===== config.mk =====
export PLATFORM = sky130hd
export DESIGN_NAME = video_timing_gen
export DESIGN_NICKNAME = d
export VERILOG_FILES = /design/src/rtl/video_timing_gen.sv
export SDC_FILE = /design/constraint.sdc
export NUM_CORES = 1
export LEC_CHECK = 0
export BUFFER_PORTS_ARGS = -buffer_cell sky130_fd_sc_hd__buf_2
export CORE_UTILIZATION = 47
export DETAILED_ROUTE_END_ITERATION = 6
export GPL_TIMING_DRIVEN = 1
export MAX_ROUTING_LAYER = met4
export PLACE_DENSITY = 0.75
export SLEW_MARGIN = 25
export SYNTH_ARGS = -nofsm -noshare
export SYNTH_HDL_FRONTEND = slang
export SYNTH_SLANG_ARGS = --single-unit

===== constraint.sdc =====
create_clock -name clk -period 2.2 [get_ports clk]
set_clock_uncertainty 0.05 [all_clocks]
set_input_delay 0.44 -clock clk [delete_from_list [all_inputs] [get_ports clk]]
set_output_delay 0.44 -clock clk [all_outputs]
set_load 0.02 [all_outputs]

===== src/rtl/video_timing_gen.sv =====
// Raster timing generator (default 640x480@60) with registered, mutually aligned outputs.
// Define VTG_COLORBAR_EN to drive an eight-bar colour pattern on r/g/b; otherwise r/g/b stay 0.
module video_timing_gen #(
    parameter int unsigned H_ACTIVE = 640,
    parameter int unsigned H_FP     = 16,
    parameter int unsigned H_SYNC   = 96,
    parameter int unsigned H_BP     = 48,
    parameter int unsigned V_ACTIVE = 480,
    parameter int unsigned V_FP     = 10,
    parameter int unsigned V_SYNC   = 2,
    parameter int unsigned V_BP     = 33,
    parameter bit          HS_POL   = 1'b0,
    parameter bit          VS_POL   = 1'b0
) (
    input  logic        clk,
    input  logic        rstn,
    output logic        de,
    output logic        hsync,
    output logic        vsync,
    output logic        frame_start,
    output logic [11:0] pix_x,
    output logic [11:0] pix_y,
    output logic [7:0]  r,
    output logic [7:0]  g,
    output logic [7:0]  b
);

    localparam int unsigned H_TOTAL = H_ACTIVE + H_FP + H_SYNC + H_BP;
    localparam int unsigned V_TOTAL = V_ACTIVE + V_FP + V_SYNC + V_BP;

    localparam logic [11:0] H_LAST = 12'(H_TOTAL - 1);
    localparam logic [11:0] H_ACT  = 12'(H_ACTIVE);
    localparam logic [11:0] HS_BEG = 12'(H_ACTIVE + H_FP);
    localparam logic [11:0] HS_END = 12'(H_ACTIVE + H_FP + H_SYNC);
    localparam logic [11:0] V_LAST = 12'(V_TOTAL - 1);
    localparam logic [11:0] V_ACT  = 12'(V_ACTIVE);
    localparam logic [11:0] VS_BEG = 12'(V_ACTIVE + V_FP);
    localparam logic [11:0] VS_END = 12'(V_ACTIVE + V_FP + V_SYNC);

    logic [11:0] h_cnt_q, h_cnt_d;
    logic [11:0] v_cnt_q, v_cnt_d;
    logic        h_wrap;
    logic        active;
    logic        hs_act;
    logic        vs_act;

    always_ff @(posedge clk) begin
        if (!rstn) begin
            h_cnt_q <= '0;
            v_cnt_q <= '0;
        end else begin
            h_cnt_q <= h_cnt_d;
            v_cnt_q <= v_cnt_d;
        end
    end

    always_comb begin
        h_wrap  = (h_cnt_q == H_LAST);
        h_cnt_d = h_wrap ? 12'd0 : h_cnt_q + 12'd1;
        v_cnt_d = v_cnt_q;
        if (h_wrap) begin
            v_cnt_d = (v_cnt_q == V_LAST) ? 12'd0 : v_cnt_q + 12'd1;
        end
    end

    // Sync windows decode the counters directly, so vsync moves only at h_cnt = 0.
    always_comb begin
        active = (h_cnt_q < H_ACT) && (v_cnt_q < V_ACT);
        hs_act = (h_cnt_q >= HS_BEG) && (h_cnt_q < HS_END);
        vs_act = (v_cnt_q >= VS_BEG) && (v_cnt_q < VS_END);
    end

    always_ff @(posedge clk) begin
        if (!rstn) begin
            de          <= 1'b0;
            hsync       <= ~HS_POL;
            vsync       <= ~VS_POL;
            frame_start <= 1'b0;
            pix_x       <= '0;
            pix_y       <= '0;
        end else begin
            de          <= active;
            hsync       <= hs_act ? HS_POL : ~HS_POL;
            vsync       <= vs_act ? VS_POL : ~VS_POL;
            frame_start <= (h_cnt_q == 12'd0) && (v_cnt_q == 12'd0);
            pix_x       <= active ? h_cnt_q : 12'd0;
            pix_y       <= active ? v_cnt_q : 12'd0;
        end
    end

`ifdef VTG_COLORBAR_EN
    localparam logic [11:0] BAR_LAST = 12'(H_ACTIVE / 8 - 1);

    logic [11:0] bar_cnt_q, bar_cnt_d;
    logic [2:0]  bar_idx_q, bar_idx_d;

    always_ff @(posedge clk) begin
        if (!rstn) begin
            bar_cnt_q <= '0;
            bar_idx_q <= '0;
        end else begin
            bar_cnt_q <= bar_cnt_d;
            bar_idx_q <= bar_idx_d;
        end
    end

    // Sub-counter tracks h_cnt: restarts with the line, steps the bar index every BAR_W pixels.
    always_comb begin
        bar_cnt_d = bar_cnt_q + 12'd1;
        bar_idx_d = bar_idx_q;
        if (h_wrap) begin
            bar_cnt_d = '0;
            bar_idx_d = '0;
        end else if (bar_cnt_q == BAR_LAST) begin
            bar_cnt_d = '0;
            bar_idx_d = bar_idx_q + 3'd1;
        end
    end

    // Bar order W,Y,C,G,M,R,B,K maps to r=~idx[1], g=~idx[2], b=~idx[0].
    always_ff @(posedge clk) begin
        if (!rstn) begin
            r <= '0;
            g <= '0;
            b <= '0;
        end else begin
            r <= (active && !bar_idx_q[1]) ? 8'hFF : 8'h00;
            g <= (active && !bar_idx_q[2]) ? 8'hFF : 8'h00;
            b <= (active && !bar_idx_q[0]) ? 8'hFF : 8'h00;
        end
    end
`else
    always_comb begin
        r = '0;
        g = '0;
        b = '0;
    end
`endif

endmodule


* After elaboration in Yosys (flattened, before gate mapping)
Index checks and enable logic that the tools add are counted.
** Word-level totals
- Output and inout port bits :: 52
- Word-level logic and storage cells :: 30
- Flip-flop bits (word level) :: 52
** Cells by class
- Equal/unequal tests :: 2
- Order comparisons :: 6
- Add/subtract/negate cells :: 2
- Reduce and logical (&&, ||, !) cells :: 8
- Bitwise gates (word level) :: 1
- Muxes and demuxes :: 3
** Operators with widths (number)
- 12-bit by 1-bit adder with 12-bit output (second input constant) :: 2
- 12-bit by 10-bit == test with 1-bit output (second input constant) :: 2
- 12-bit zero test :: 2
- 12-bit by 10-bit less-than comparator with 1-bit output (second input constant) :: 2
- 12-bit by 9-bit less-than comparator with 1-bit output (second input constant) :: 2
- 12-bit by 10-bit greater-or-equal comparator with 1-bit output (second input constant) :: 1
- 12-bit by 9-bit greater-or-equal comparator with 1-bit output (second input constant) :: 1
- 12-bit 2-to-1 mux :: 1
- 1-bit logical AND :: 4
- 1-bit 2-to-1 mux :: 2
- 2-bit AND reduction :: 1
- 2-bit OR reduction :: 1
- 1-bit NOT :: 1

* Logic depth before layout (Yosys ltp)
- Word-level depth :: 3
- Depth in mapped cells :: 7
- Mapped depth without buffers :: 6

* Worst setup path before layout
OpenSTA, ideal clock, no wires.
- Path kind :: register -> register
- From :: register h_cnt_q[6]
- To :: register v_cnt_q[6]
- Setup slack :: 0.082 ns
- Cell stages (with the launch flop) :: 6
- Setup time :: 0.070 ns
- Clock period less this slack :: 2.118 ns
- Arrival :: 1.999 ns
- Data required time :: 2.080 ns
- Cells stage by stage :: dfxtp_1 -> buf_6 -> or4_4 -> or4_4 -> or4_1 -> a21oi_1
** On the way
- Cells in the longest elaborated chain, start to end :: 1
** Ends and longest elaborated chain
- from (decl) :: RTL line 40 : logic [11:0] h_cnt_q, h_cnt_d;
- from (signal assigned) :: RTL line 52 : h_cnt_q <= h_cnt_d;
- 12-bit by 10-bit == test with 1-bit output :: RTL line 58 : h_wrap = (h_cnt_q == H_LAST);
- to (signal assigned) :: RTL line 53 : v_cnt_q <= v_cnt_d;
- to (decl) :: RTL line 41 : logic [11:0] v_cnt_q, v_cnt_d;
Every way passes these cells.
A chain may end at the register's enable or synchronous reset.

* Worst setup path in the final report
- From :: register h_cnt_q[6]
- To :: register v_cnt_q[5]
Same word-level chain as after synthesis.

==> out/metrics.csv <==
metric,value,unit
synth_seq_area_share,48.4,%
synth_top_cells_by_area,"dfxtp_1 48%, buf_4 8.4%, and2_1 6.4%",
clockBufferDepth,2,
syn_area,2150,µm²
crit_path_cell_trace,or4_4 -> or4_4 -> o21ai_1 -> buf_4 -> o21ba_2,
holdCritPathClass,reg -> reg,
drt_iter0_markers,61,
min_path_cells,1,
cts.root.buffer_cell,clkbuf_8,
postCtsHoldBufs,0,
ir_drop,0.000290,V
critPathLaunchType,flip-flop,
grt_first_pass_wirelength,6490,µm
antenna_found_initial,0,
design.core.area,4380,µm²
slew_violations,0,
insertedDiodeCount,0,
routabilityCongestion,0.806,
gr-total-overflow,0,
initial_core_util,49.1,%
maxCapViolations,0,
p_leak,1.07,nW
grt_pass1_vias,1450,
synth_seq_cells,52,
yosysTopAreaCell,dfxtp_1,
crit_top_cell,or4_4,
final_cell_mix,"51 x dfxtp_1, 29 x conb_1, 29 x buf_2, 22 x and2_1",
critPathMaxStageDelay,0.60,ns
whs,0.427,ns
io_buffers,29,
setup_viol,3,
ff2ff_setup_slack,-0.009,ns
run_status,finished with violations,
dp_hpwl,2740,µm
grt.total_usage,17.3,%
cp_slowest_cell,or4_4,
met1_length,1880,µm
fin_util,58.2,%
hold_start,h_cnt_q[0]$_SDFF_PP0_,
worstPathMaxFanout,7,
post-route-period-util,100,%
fin_ws,-0.00881,ns
synth_top_area_share,48.4,%
layout_commonest_cell,dfxtp_1,
drt_wl_total,4220,µm
clkTransAtPathRegs,0.09,ns
design.portCount,54,
violations,negative setup slack,
dr.max_layer_used,met4,
yosys_warnings,0,
via_count,1659,
die_y,69.6,µm
ant_nets,0,
synth_area_per_cell,9.39,µm²
drive_gt1_share,27.5,%
path_buf_inv,1,
die-area,4850,µm²
layoutNonFillerInstCount,332,
drc_errors,0,
grt_max_degree,21,
fp-row-count,24,
fin_setup_tns,-0.0157,ns
r2r_start,h_cnt_q[6]$_SDFF_PP0_,
finalCriticalPeriod,2.21,ns
pre_cts_slack,-0.0168,ns
drt_pass1_iterations,4,
dp.cells,319,
nets,285,
dieWidth,69.6,µm
wl_per_cell,12.7,µm
rsz0062_at_grt,true,
fillers,369,
critPathRequiredTime,2.36,ns
wl_met3,218,µm
hold_viol,0,
hold_end,h_cnt_q[0]$_SDFF_PP0_,
arrival,2.37,ns
end_kind,flip-flop,
synth_cells,229,
r2r_end,v_cnt_q[5]$_SDFFE_PN0N_,
area_growth,18.6,%
slew_headroom,65.6,%
cts_tree,yes,
fmax,453,MHz
cts_sinks,52,
power-per-cell-area,629,nW/µm²
yosysUniqueCellTypes,35,
cts_max_level,2,
wl_met2,2070,µm
path_class,reg -> reg,
worst_pin_slew,0.511,ns
vias_per_cell,5.00,
cts_buffers,5,
clk_latency,0.31,ns
path_delay_family,simple AND/OR/NAND/NOR gates,
r2r_cells,5,
## layout make-up
type / instances / area, µm² / share of cell area, %
well taps: 52 / 65.1 / 2.55
clock inverters: 2 / 16.3 / 0.638
flip-flops and latches: 52 / 1040 / 40.9
clock buffers: 6 / 72.6 / 2.85
repair buffers: 48 / 299 / 11.7
inverters: 6 / 22.5 / 0.883
multi-input cells: 166 / 1030 / 40.5
## power breakdown
group | switching, mW | leakage, nW | internal [mW]
combinational | 0.0778 | 0.608 | 0.0257
sequential | 0.00556 | 0.423 | 0.956
clock | 0.313 | 0.0414 | 0.227
total | 0.396 | 1.07 | 1.21
## repair_timing
item,4_1_cts,5_1_grt
cloned,0,1
resized for setup,0,20
endpoints found under the setup margin,6,19
setup buffers,4,0
pin swaps,0,18
## flip-flops by register name (all words and copies together), names as in the netlist
register and cells:
de 1, frame_start 1, h_cnt_q 12, hsync 1
pix_x 12, pix_y 12, v_cnt_q 12, vsync 1
## worst max-delay path by stage
stage                            from  cells past startpoint  slack (ns)                  endpoint
2_1_floorplan   h_cnt_q[6]$_SDFF_PP0_                      5        0.08   v_cnt_q[6]$_SDFFE_PN0N_
3_3_place_gp   h_cnt_q[11]$_SDFF_PP0_                      4        0.05  v_cnt_q[11]$_SDFFE_PN0N_
3_5_place_dp   h_cnt_q[11]$_SDFF_PP0_                      5       -0.02   v_cnt_q[9]$_SDFFE_PN0N_
4_1_cts        h_cnt_q[11]$_SDFF_PP0_                      5        0.01   v_cnt_q[9]$_SDFFE_PN0N_
5_1_grt         h_cnt_q[6]$_SDFF_PP0_                      5       -0.05   v_cnt_q[9]$_SDFFE_PN0N_
6_report        h_cnt_q[6]$_SDFF_PP0_                      5      -0.009   v_cnt_q[5]$_SDFFE_PN0N_
## per-layer routing
| metal | global-route usage (%) | up-vias |
|---|---|---|
| met4 | 8.44 | 0 |
| met1 | 20.6 | 761 |
| met3 | 4.22 | 6 |
| met5 | - | - |
| met2 | 27.6 | 63 |
| li1 | - | 829 |
## synth_stat cells
master,n
dfxtp_1,52
buf_4,24
and2_1,22
nor2_1,16
nand3_1,10
a21oi_1,9
nand2_1,9
nand4_1,8
o21ai_0,8
xnor2_1,8
inv_1,6
or3_1,6
clkbuf_1,5
nor3_1,5
ha_1,4
nor4_1,4
buf_2,3
o31ai_1,3
or4_1,3
xor2_1,3
and3_1,2
and4_1,2
buf_6,2
nor2b_1,2
nor4b_1,2
or4_4,2
a21boi_0,1
conb_1,1
nand4b_1,1
nor4bb_1,1
o21a_1,1
o21ba_2,1
o311ai_0,1
or2_2,1
or4b_2,1
## metrics by stage
stage               power, mW  area, µm²
floorplan                1.09       2260
CTS                      1.60       2470
global placement         1.08       2350
detailed placement       1.08       2350
global route             1.65       2550
finish                   1.60       2550
## logic make-up after synthesis
group	share of synthesized area, %
adder cells (fa/ha/maj)	2.33
other	0.174
flip-flops	48.4
XOR/XNOR	4.48
AND/OR/NAND/NOR	26.0
buffers and inverters	12.0
AO/OA/AOI/OAI	6.57
Note: power is estimated with default switching activity, not from simulation.
